### config.mk
export PLATFORM = sky130hd
export DESIGN_NAME = exe_branch_redirect
export DESIGN_NICKNAME = d
export VERILOG_FILES = /design/src/rtl/exe_branch_redirect.sv
export SDC_FILE = /design/constraint.sdc
export NUM_CORES = 1
export LEC_CHECK = 0
export ABC_CLOCK_PERIOD_IN_PS = 3060
export BUFFER_PORTS_ARGS = -buffer_cell sky130_fd_sc_hd__buf_2
export CAP_MARGIN = 20
export CORE_UTILIZATION = 45
export DETAILED_ROUTE_END_ITERATION = 8
export PLACE_DENSITY = 0.75
export SYNTH_ARGS = -nofsm -noshare
export SYNTH_HDL_FRONTEND = slang
export SYNTH_SLANG_ARGS = --single-unit
### constraint.sdc
create_clock -name clk -period 3.06 [get_ports clk]
set_input_delay 0.612 -clock clk [delete_from_list [all_inputs] [get_ports clk]]
set_output_delay 0.612 -clock clk [all_outputs]
set_load 0.03 [all_outputs]
### src/rtl/exe_branch_redirect.sv
// EXE-stage branch resolution: computes taken/target, strobes the IF redirect,
// sequences the IF/ID + ID/EX flush and keeps saturating branch statistics.
//
// state | meaning
// IDLE  | resolving branches presented by ID/EX
// FLUSH | redirect issued; flush held until the down-counter reaches zero
module exe_branch_redirect #(
  parameter int FLUSH_CYCLES = 2,
  parameter int CNT_W        = 16
) (
  input  logic             clk,
  input  logic             rst,
  input  logic             valid_in,
  input  logic             freeze,
  input  logic [1:0]       Br_type,
  input  logic [31:0]      Val1,
  input  logic [31:0]      Reg2,
  input  logic [31:0]      Val2,
  input  logic [31:0]      PC_in,
  output logic             Br_taken,
  output logic [31:0]      Br_addr,
  output logic             flush,
  output logic             busy,
  output logic [CNT_W-1:0] branch_count,
  output logic [CNT_W-1:0] taken_count
);

  typedef enum logic {IDLE, FLUSH} state_t;

  localparam logic [1:0] BR_NONE = 2'b00;
  localparam logic [1:0] BR_BEZ  = 2'b01;
  localparam logic [1:0] BR_BNE  = 2'b10;
  localparam logic [1:0] BR_JMP  = 2'b11;

  localparam logic [3:0]       CNT_LOAD = 4'(FLUSH_CYCLES - 1);
  localparam logic [CNT_W-1:0] CNT_ONE  = {{(CNT_W-1){1'b0}}, 1'b1};

  state_t            state, state_n;
  logic [3:0]        cnt, cnt_n;
  logic              br_taken_n, flush_n, busy_n;
  logic [31:0]       br_addr_n;
  logic [CNT_W-1:0]  branch_count_n, taken_count_n;

  logic              cond;
  logic              sample;
  logic [31:0]       target;

  always_comb begin
    cond = 1'b0;
    case (Br_type)
      BR_BEZ:  cond = (Val1 == 32'd0);
      BR_BNE:  cond = (Val1 != Reg2);
      BR_JMP:  cond = 1'b1;
      default: cond = 1'b0;
    endcase
  end

  assign target = PC_in + {Val2[29:0], 2'b00};
  assign sample = (state == IDLE) && !freeze && valid_in && (Br_type != BR_NONE);

  always_comb begin
    state_n        = state;
    cnt_n          = cnt;
    br_taken_n     = Br_taken;
    br_addr_n      = Br_addr;
    flush_n        = flush;
    busy_n         = busy;
    branch_count_n = branch_count;
    taken_count_n  = taken_count;

    if (!freeze) begin
      case (state)
        IDLE: begin
          br_taken_n = 1'b0;
          flush_n    = 1'b0;
          busy_n     = 1'b0;
          if (sample) begin
            if (branch_count != {CNT_W{1'b1}})
              branch_count_n = branch_count + CNT_ONE;
            if (cond) begin
              if (taken_count != {CNT_W{1'b1}})
                taken_count_n = taken_count + CNT_ONE;
              br_taken_n = 1'b1;
              br_addr_n  = target;
              flush_n    = 1'b1;
              busy_n     = 1'b1;
              cnt_n      = CNT_LOAD;
              state_n    = FLUSH;
            end
          end
        end
        FLUSH: begin
          // Redirect strobe is one cycle; inputs here are wrong-path and ignored.
          br_taken_n = 1'b0;
          if (cnt == 4'd0) begin
            flush_n = 1'b0;
            busy_n  = 1'b0;
            state_n = IDLE;
          end else begin
            cnt_n   = cnt - 4'd1;
            flush_n = 1'b1;
            busy_n  = 1'b1;
          end
        end
        default: begin
          br_taken_n = 1'b0;
          flush_n    = 1'b0;
          busy_n     = 1'b0;
          cnt_n      = 4'd0;
          state_n    = IDLE;
        end
      endcase
    end
  end

  always_ff @(posedge clk or negedge rst) begin
    if (!rst) begin
      state        <= IDLE;
      cnt          <= 4'd0;
      Br_taken     <= 1'b0;
      Br_addr      <= 32'd0;
      flush        <= 1'b0;
      busy         <= 1'b0;
      branch_count <= '0;
      taken_count  <= '0;
    end else begin
      state        <= state_n;
      cnt          <= cnt_n;
      Br_taken     <= br_taken_n;
      Br_addr      <= br_addr_n;
      flush        <= flush_n;
      busy         <= busy_n;
      branch_count <= branch_count_n;
      taken_count  <= taken_count_n;
    end
  end

endmodule
==> results of run 1 <==
[layer usage]
| metal | track usage | vias to the layer above |
|---|---|---|
| met5 | 0 | - |
| met4 | 0.0724 | 0 |
| met3 | 0.0565 | 23 |
| met2 | 0.443 | 146 |
| met1 | 0.304 | 2310 |
| li1 | - | 2321 |
[cells by family after synthesis]
kind of cell,share of synthesized area
simple gates,0.190
buf+inv,0.0248
xor+xnor,0.152
mux,0.0629
compound gates,0.132
flops,0.354
fa+ha+maj,0.0849
[power breakdown]
group	switching, mW	internal (mW)	leakage, nW
combinational	1.19	0.718	2.25
clock	0.399	0.403	0.103
sequential	0.224	1.22	0.881
[layout by cell type (no fill, tap or decap), drive strengths merged, types with 11 or more instances in the layout]
master	netlist	final
buf	3	220
dfrtp	70	70
xor2	44	44
xnor2	42	42
nor2	38	38
a21oi	37	37
ha	32	32
nand2	31	31
mux2	25	25
nand3	20	20
nand4	17	17
inv	16	17
and3	16	16
nor4	14	14
o21ai	13	13
a21o	11	11
[final cells by class]
class,count,area [µm²],area share
Multi-Input combinational cell,421,3080,0.478
Sequential cell,70,1750,0.271
Timing Repair Buffer,220,1180,0.183
Tap cell,136,170,0.0264
Clock buffer,10,138,0.0213
Clock inverter,6,68.8,0.0107
Inverter,16,60.1,0.00930
[state kept, by name, summed over array words and instances, names as in the netlist]
register / count
Br_addr: 32
Br_taken: 1
branch_count: 16
cnt: 4
taken_count: 16
state: 1
[metrics by stage]
stage	util	hold slack (ns)	setup slack (ns)	power, mW	area [µm²]
2_1_floorplan	-	0.316	0.00846	2.70	4950
3_3_place_gp	0.595	0.460	-0.106	3.30	6250
3_5_place_dp	0.595	0.472	-0.144	3.38	6250
4_1_cts	0.614	0.422	0.238	4.20	6460
5_1_grt	0.614	0.456	0.151	4.40	6460
6_report	0.614	0.382	0.220	4.15	6460
[critical path: cells and delay by family]
kind	cells	cell delay (ns)
adder cells (fa/ha/maj)	1	0.36
multiplexers	1	0.27
AO/OA/AOI/OAI	4	0.90
buffers and inverters	1	0.10
AND/OR/NAND/NOR	2	0.75
XOR/XNOR	1	0.09
[how the worst min path moves through the flow]
stage                         from               end  slack [ns]  cells past startpoint
after floorplan                rst        Br_addr[0]        0.32                      0
after global placement    Br_taken          Br_taken        0.46                      1
after detailed placement  Br_taken          Br_taken        0.47                      1
after CTS                      rst  branch_count[10]        0.42                      1
after global routing           rst    taken_count[4]        0.46                      1
final                          rst    taken_count[4]        0.38                      1
==> flow_summary.json, run 1 <==
{
  "clk_path_buf_depth": 2,
  "cts_buffers": 9,
  "period_share": 0.928,
  "top_layer": "met4",
  "critPathMaxStageDelay_ns": 0.53,
  "cts_resized": 0,
  "via_per_inst": 5.46,
  "fp-row-count": 37,
  "syn_nets": 689,
  "nFillCells": 934,
  "r2r_cells": 8,
  "die_h_um": 107,
  "rsz0062_at_grt": "no",
  "p_per_area_nw_per_um2": 643,
  "crit_path_frequent_cell": "a21oi_2",
  "drive_above_1_share": 0.365,
  "timing.fmax_ghz": 0.352,
  "end_kind": "flop",
  "p_leak_nw": 3.24,
  "top_level_ports": 201,
  "syn_inst": 522,
  "async_reset_ff_frac": 1.00,
  "clkSlewWorstSetupHoldPaths_ns": 0.08,
  "start_kind": "input pin",
  "reg2reg_slack_ns": 0.50,
  "status": "finished clean",
  "route.met3.wl_um": 844,
  "dp.cells": 863,
  "grt_pass1_wl_um": 22900,
  "synth_top_area_share": 0.354,
  "period_minus_slack_ns": 2.84,
  "drc": 0,
  "cts_tree": "done",
  "syn-cell-area_um2": 4950,
  "dieArea_um2": 11400,
  "yosys_most_used_dff": "dfrtp_1",
  "ant_nets": 0,
  "relSlewSlack": 0.399,
  "antenna_found_initial": 0,
  "yosysMostFrequentCell": "dfrtp_1",
  "final_max_slew_viol_count": 0,
  "crit_path_top_delay_cell": "or4_4",
  "crit_end": "Br_addr[23]",
  "drtPass1Iterations": 4,
  "synth_top_cell_by_area": "dfrtp_1",
  "wl_per_cell_um": 15.7,
  "areaGrowthSynthToFinish_pct": 30.3,
  "fin_setup_tns_ns": 0,
  "cts-root-buf": "clkbuf_8",
  "cts.sinks": 70,
  "hold_class": "input pin to asynchronous set/reset pin",
  "drv_cap": 0,
  "setup_violations": 0,
  "skew_ns": 0.00602,
  "netlist_top_cells_area": "dfrtp_1 35%, ha_1 8.1%, xor2_1 7.8%, xnor2_1 7.4%, mux2_2 5.7%",
  "ys_seq_elements": 70,
  "synth_edf_count": 0,
  "cp.arrival_ns": 3.09,
  "worst_pin_slew_ns": 0.901,
  "finalWeightedCongestion": 1.02,
  "ir_worst_vdd_mv": 0.491,
  "syn_area_per_cell_um2": 9.49,
  "fin_cells": 879,
  "ys_warn_count": 0,
  "routed_wl_um": 13800,
  "grt_max_degree": 71,
  "overflow": 0,
  "die_w_um": 107,
  "critical_path_required_ns": 3.31,
  "ys_types": 55,
  "worstSetupPathType": "input pin to flop",
  "drtIter0Drc": 207,
  "netlist_top_cells_count": "70 x dfrtp_1, 44 x xor2_1, 42 x xnor2_1",
  "io_buffers": 198,
  "rr_startpoint": "branch_count[7]",
  "diodes": 0,
  "r2r-end": "branch_count[10]",
  "htree_levels": 3,
  "drt-met1-wl_um": 5760,
  "cp-startpoint": "Val2[3]",
  "met2_length_um": 6970,
  "core_um2": 10500,
  "ctsHoldBuffers": 0,
  "start_util": 0.471,
  "clk_latency_ns": 0.36,
  "hold_viol": 0,
  "grt_pass1_vias": 4834,
  "track_usage": 0.251,
  "crit_fanout": 5,
  "synth.yosys.seq_area_share": 0.354,
  "vias": 4800,
  "dp_hpwl_um": 10900,
  "worstPathCellList": "buf_2, ha_1, a21oi_2, o221ai_2, a311oi_2, and3b_1, or4_4, a21oi_2, xnor2_1, mux2_2",
  "nets": 905,
  "cts_setup_buffers": 0
}
No activity file was read; power rests on OpenSTA's default activity.
==> inputs of run 2 (changes only) <==
--- a/config.mk
+++ b/config.mk
@@ -5,12 +5,12 @@
 export SDC_FILE = /design/constraint.sdc
 export NUM_CORES = 1
 export LEC_CHECK = 0
-export ABC_CLOCK_PERIOD_IN_PS = 3060
+export ABC_CLOCK_PERIOD_IN_PS = 3600
 export BUFFER_PORTS_ARGS = -buffer_cell sky130_fd_sc_hd__buf_2
 export CAP_MARGIN = 20
 export CORE_UTILIZATION = 45
 export DETAILED_ROUTE_END_ITERATION = 8
-export PLACE_DENSITY = 0.75
+export PLACE_DENSITY = 0.79
 export SYNTH_ARGS = -nofsm -noshare
 export SYNTH_HDL_FRONTEND = slang
 export SYNTH_SLANG_ARGS = --single-unit
==> constraint.sdc (replaced) <==
create_clock -name clk -period 3.6 [get_ports clk]
set_input_delay 0.72 -clock clk [delete_from_list [all_inputs] [get_ports clk]]
set_output_delay 0.72 -clock clk [all_outputs]
set_load 0.03 [all_outputs]
==> run 2 against run 1 <==
  * Sequential power down 15%
  * Power decreased by 19%
  * Critical path type unchanged
  * Setup slack improved by 0.35 ns
  * Combinational power fell by 17%
  * Clock skew increased by 0.0022 ns
==> flow_summary.json, run 2 (synthesis results as in run 1) <==
{
  "largest_reg_flops": 32,
  "regMostFlops": "Br_addr",
  "worstSetupPathType": "input pin to flop",
  "end_kind": "flop",
  "grt_pass1_wl_um": 21600,
  "pwr-share-seq": 0.362,
  "die_w_um": 107,
  "top_layer": "met4",
  "final_common_cell": "buf_2",
  "cts.sinks": 70,
  "antenna_found_initial": 0,
  "hold_path_depth": 1,
  "route.met3.wl_um": 822,
  "ant_nets": 0,
  "grt_max_degree": 71,
  "p_per_area_nw_per_um2": 537,
  "fp-row-count": 37,
  "crit_fanout": 6,
  "start_util": 0.471,
  "htree_levels": 3,
  "p_int_mw": 1.89,
  "ir_worst_vdd_mv": 0.329,
  "timing.fmax_ghz": 0.330,
  "fin_setup_tns_ns": 0,
  "wl_per_cell_um": 15.4,
  "finalWeightedCongestion": 1.08,
  "dp_hpwl_um": 10600,
  "hold_class": "flop to flop",
  "rsz0062_at_grt": "no",
  "setup_violations": 0,
  "mostFrequentLayoutCells": "197 x buf_2, 70 x dfrtp_1, 44 x xor2_1, 42 x xnor2_1, 38 x nor2_1",
  "core_um2": 10500,
  "drtPass1Iterations": 5,
  "reg2reg_slack_ns": 1.11,
  "overflow": 0,
  "worst_hold_path.endpoint": "Br_taken",
  "drc": 0,
  "switchingPower_mw": 1.48,
  "drv_cap": 0,
  "worst_pin_slew_ns": 0.927,
  "relSlewSlack": 0.382,
  "io_buffers": 198,
  "ctsHoldBuffers": 0,
  "reg.largest.list": "Br_addr (32), branch_count (16), taken_count (16)",
  "swShare": 0.439,
  "rr_startpoint": "branch_count[7]",
  "final_max_slew_viol_count": 0,
  "cts_tree": "done",
  "r2r-end": "branch_count[10]",
  "clk_path_buf_depth": 2,
  "via_per_inst": 5.49,
  "top_level_ports": 201,
  "clkSlewWorstSetupHoldPaths_ns": 0.07,
  "cts_buffers": 9,
  "p_comb_frac": 0.470,
  "cts_resized": 0,
  "cp.arrival_ns": 3.26,
  "nets": 888,
  "diodes": 0,
  "worstHoldStart": "Br_taken",
  "hold_viol": 0,
  "cts_setup_buffers": 0,
  "grt_pass1_vias": 4635,
  "clkPwrFrac": 0.168,
  "drtIter0Drc": 310,
  "cts-root-buf": "clkbuf_8",
  "track_usage": 0.238,
  "finalPower_mw": 3.36,
  "period_share": 0.843,
  "die_h_um": 107,
  "dieArea_um2": 11400,
  "areaGrowthSynthToFinish_pct": 26.5,
  "drive_above_1_share": 0.347,
  "routed_wl_um": 13300,
  "p_leak_nw": 3.13,
  "clk_latency_ns": 0.34,
  "vias": 4735,
  "drt-met1-wl_um": 5610,
  "start_kind": "input pin",
  "met2_length_um": 6610,
  "final_core_util": 0.596,
  "skew_ns": 0.00824,
  "critical_path_required_ns": 3.83,
  "period_minus_slack_ns": 3.03,
  "r2r_cells": 8,
  "status": "finished clean"
}
-- run 2: worst max path at each step --
stage	slack, ns	end	cells past startpoint	start
detailed placement	0.23	Br_addr[25]	10	Val2[3]
CTS	0.59	Br_addr[23]	10	Val2[3]
global placement	0.28	Br_addr[25]	10	Val2[3]
global route	0.45	Br_addr[23]	10	Val2[3]
finish	0.57	Br_addr[25]	10	Val2[3]
floorplan	0.44	Br_addr[25]	9	Val2[3]
-- run 2: cell type report --
cell class                      instances  area [µm²]
Inverter                               16        60.1
Sequential cell                        70        1750
Tap cell                              136         170
Clock buffer                           12         145
Multi-Input combinational cell        421        3080
Timing Repair Buffer                  203        1030
Fill cell                             932        4240
Clock inverter                          4        22.5
-- run 2: stage by stage --
stage	hold slack, ns	instance area [µm²]	setup WS [ns]	cells
floorplan	0.424	4950	0.440	522
global placement	0.461	6100	0.283	846
detailed placement	0.467	6100	0.225	846
CTS	0.484	6260	0.588	862
global route	0.503	6260	0.450	862
finish	0.479	6260	0.566	862
-- run 2: worst max-delay path: stages --
cell	delay, ns
buf_2	0.10
ha_1	0.38
a21oi_2	0.23
o221ai_2	0.16
a311oi_2	0.33
and3b_1	0.22
or4_4	0.53
a31oi_4	0.19
mux2i_1	0.09
a311o_1	0.31
-- run 2: layer usage --
metal  GRT usage  vias up
met4      0.0802        0
li1            -     2288
met1       0.283     2225
met5           0        -
met2       0.423      194
met3      0.0529       28
-- run 2: power by group through the flow --
stage / clock (mW) / sequential, mW / combinational [mW]
global route: 0.613 / 1.25 / 1.70
floorplan: 0 / 1.68 / 0.616
detailed placement: 0 / 1.23 / 1.58
CTS: 0.585 / 1.22 / 1.59
finish: 0.566 / 1.22 / 1.58
global placement: 0 / 1.21 / 1.55
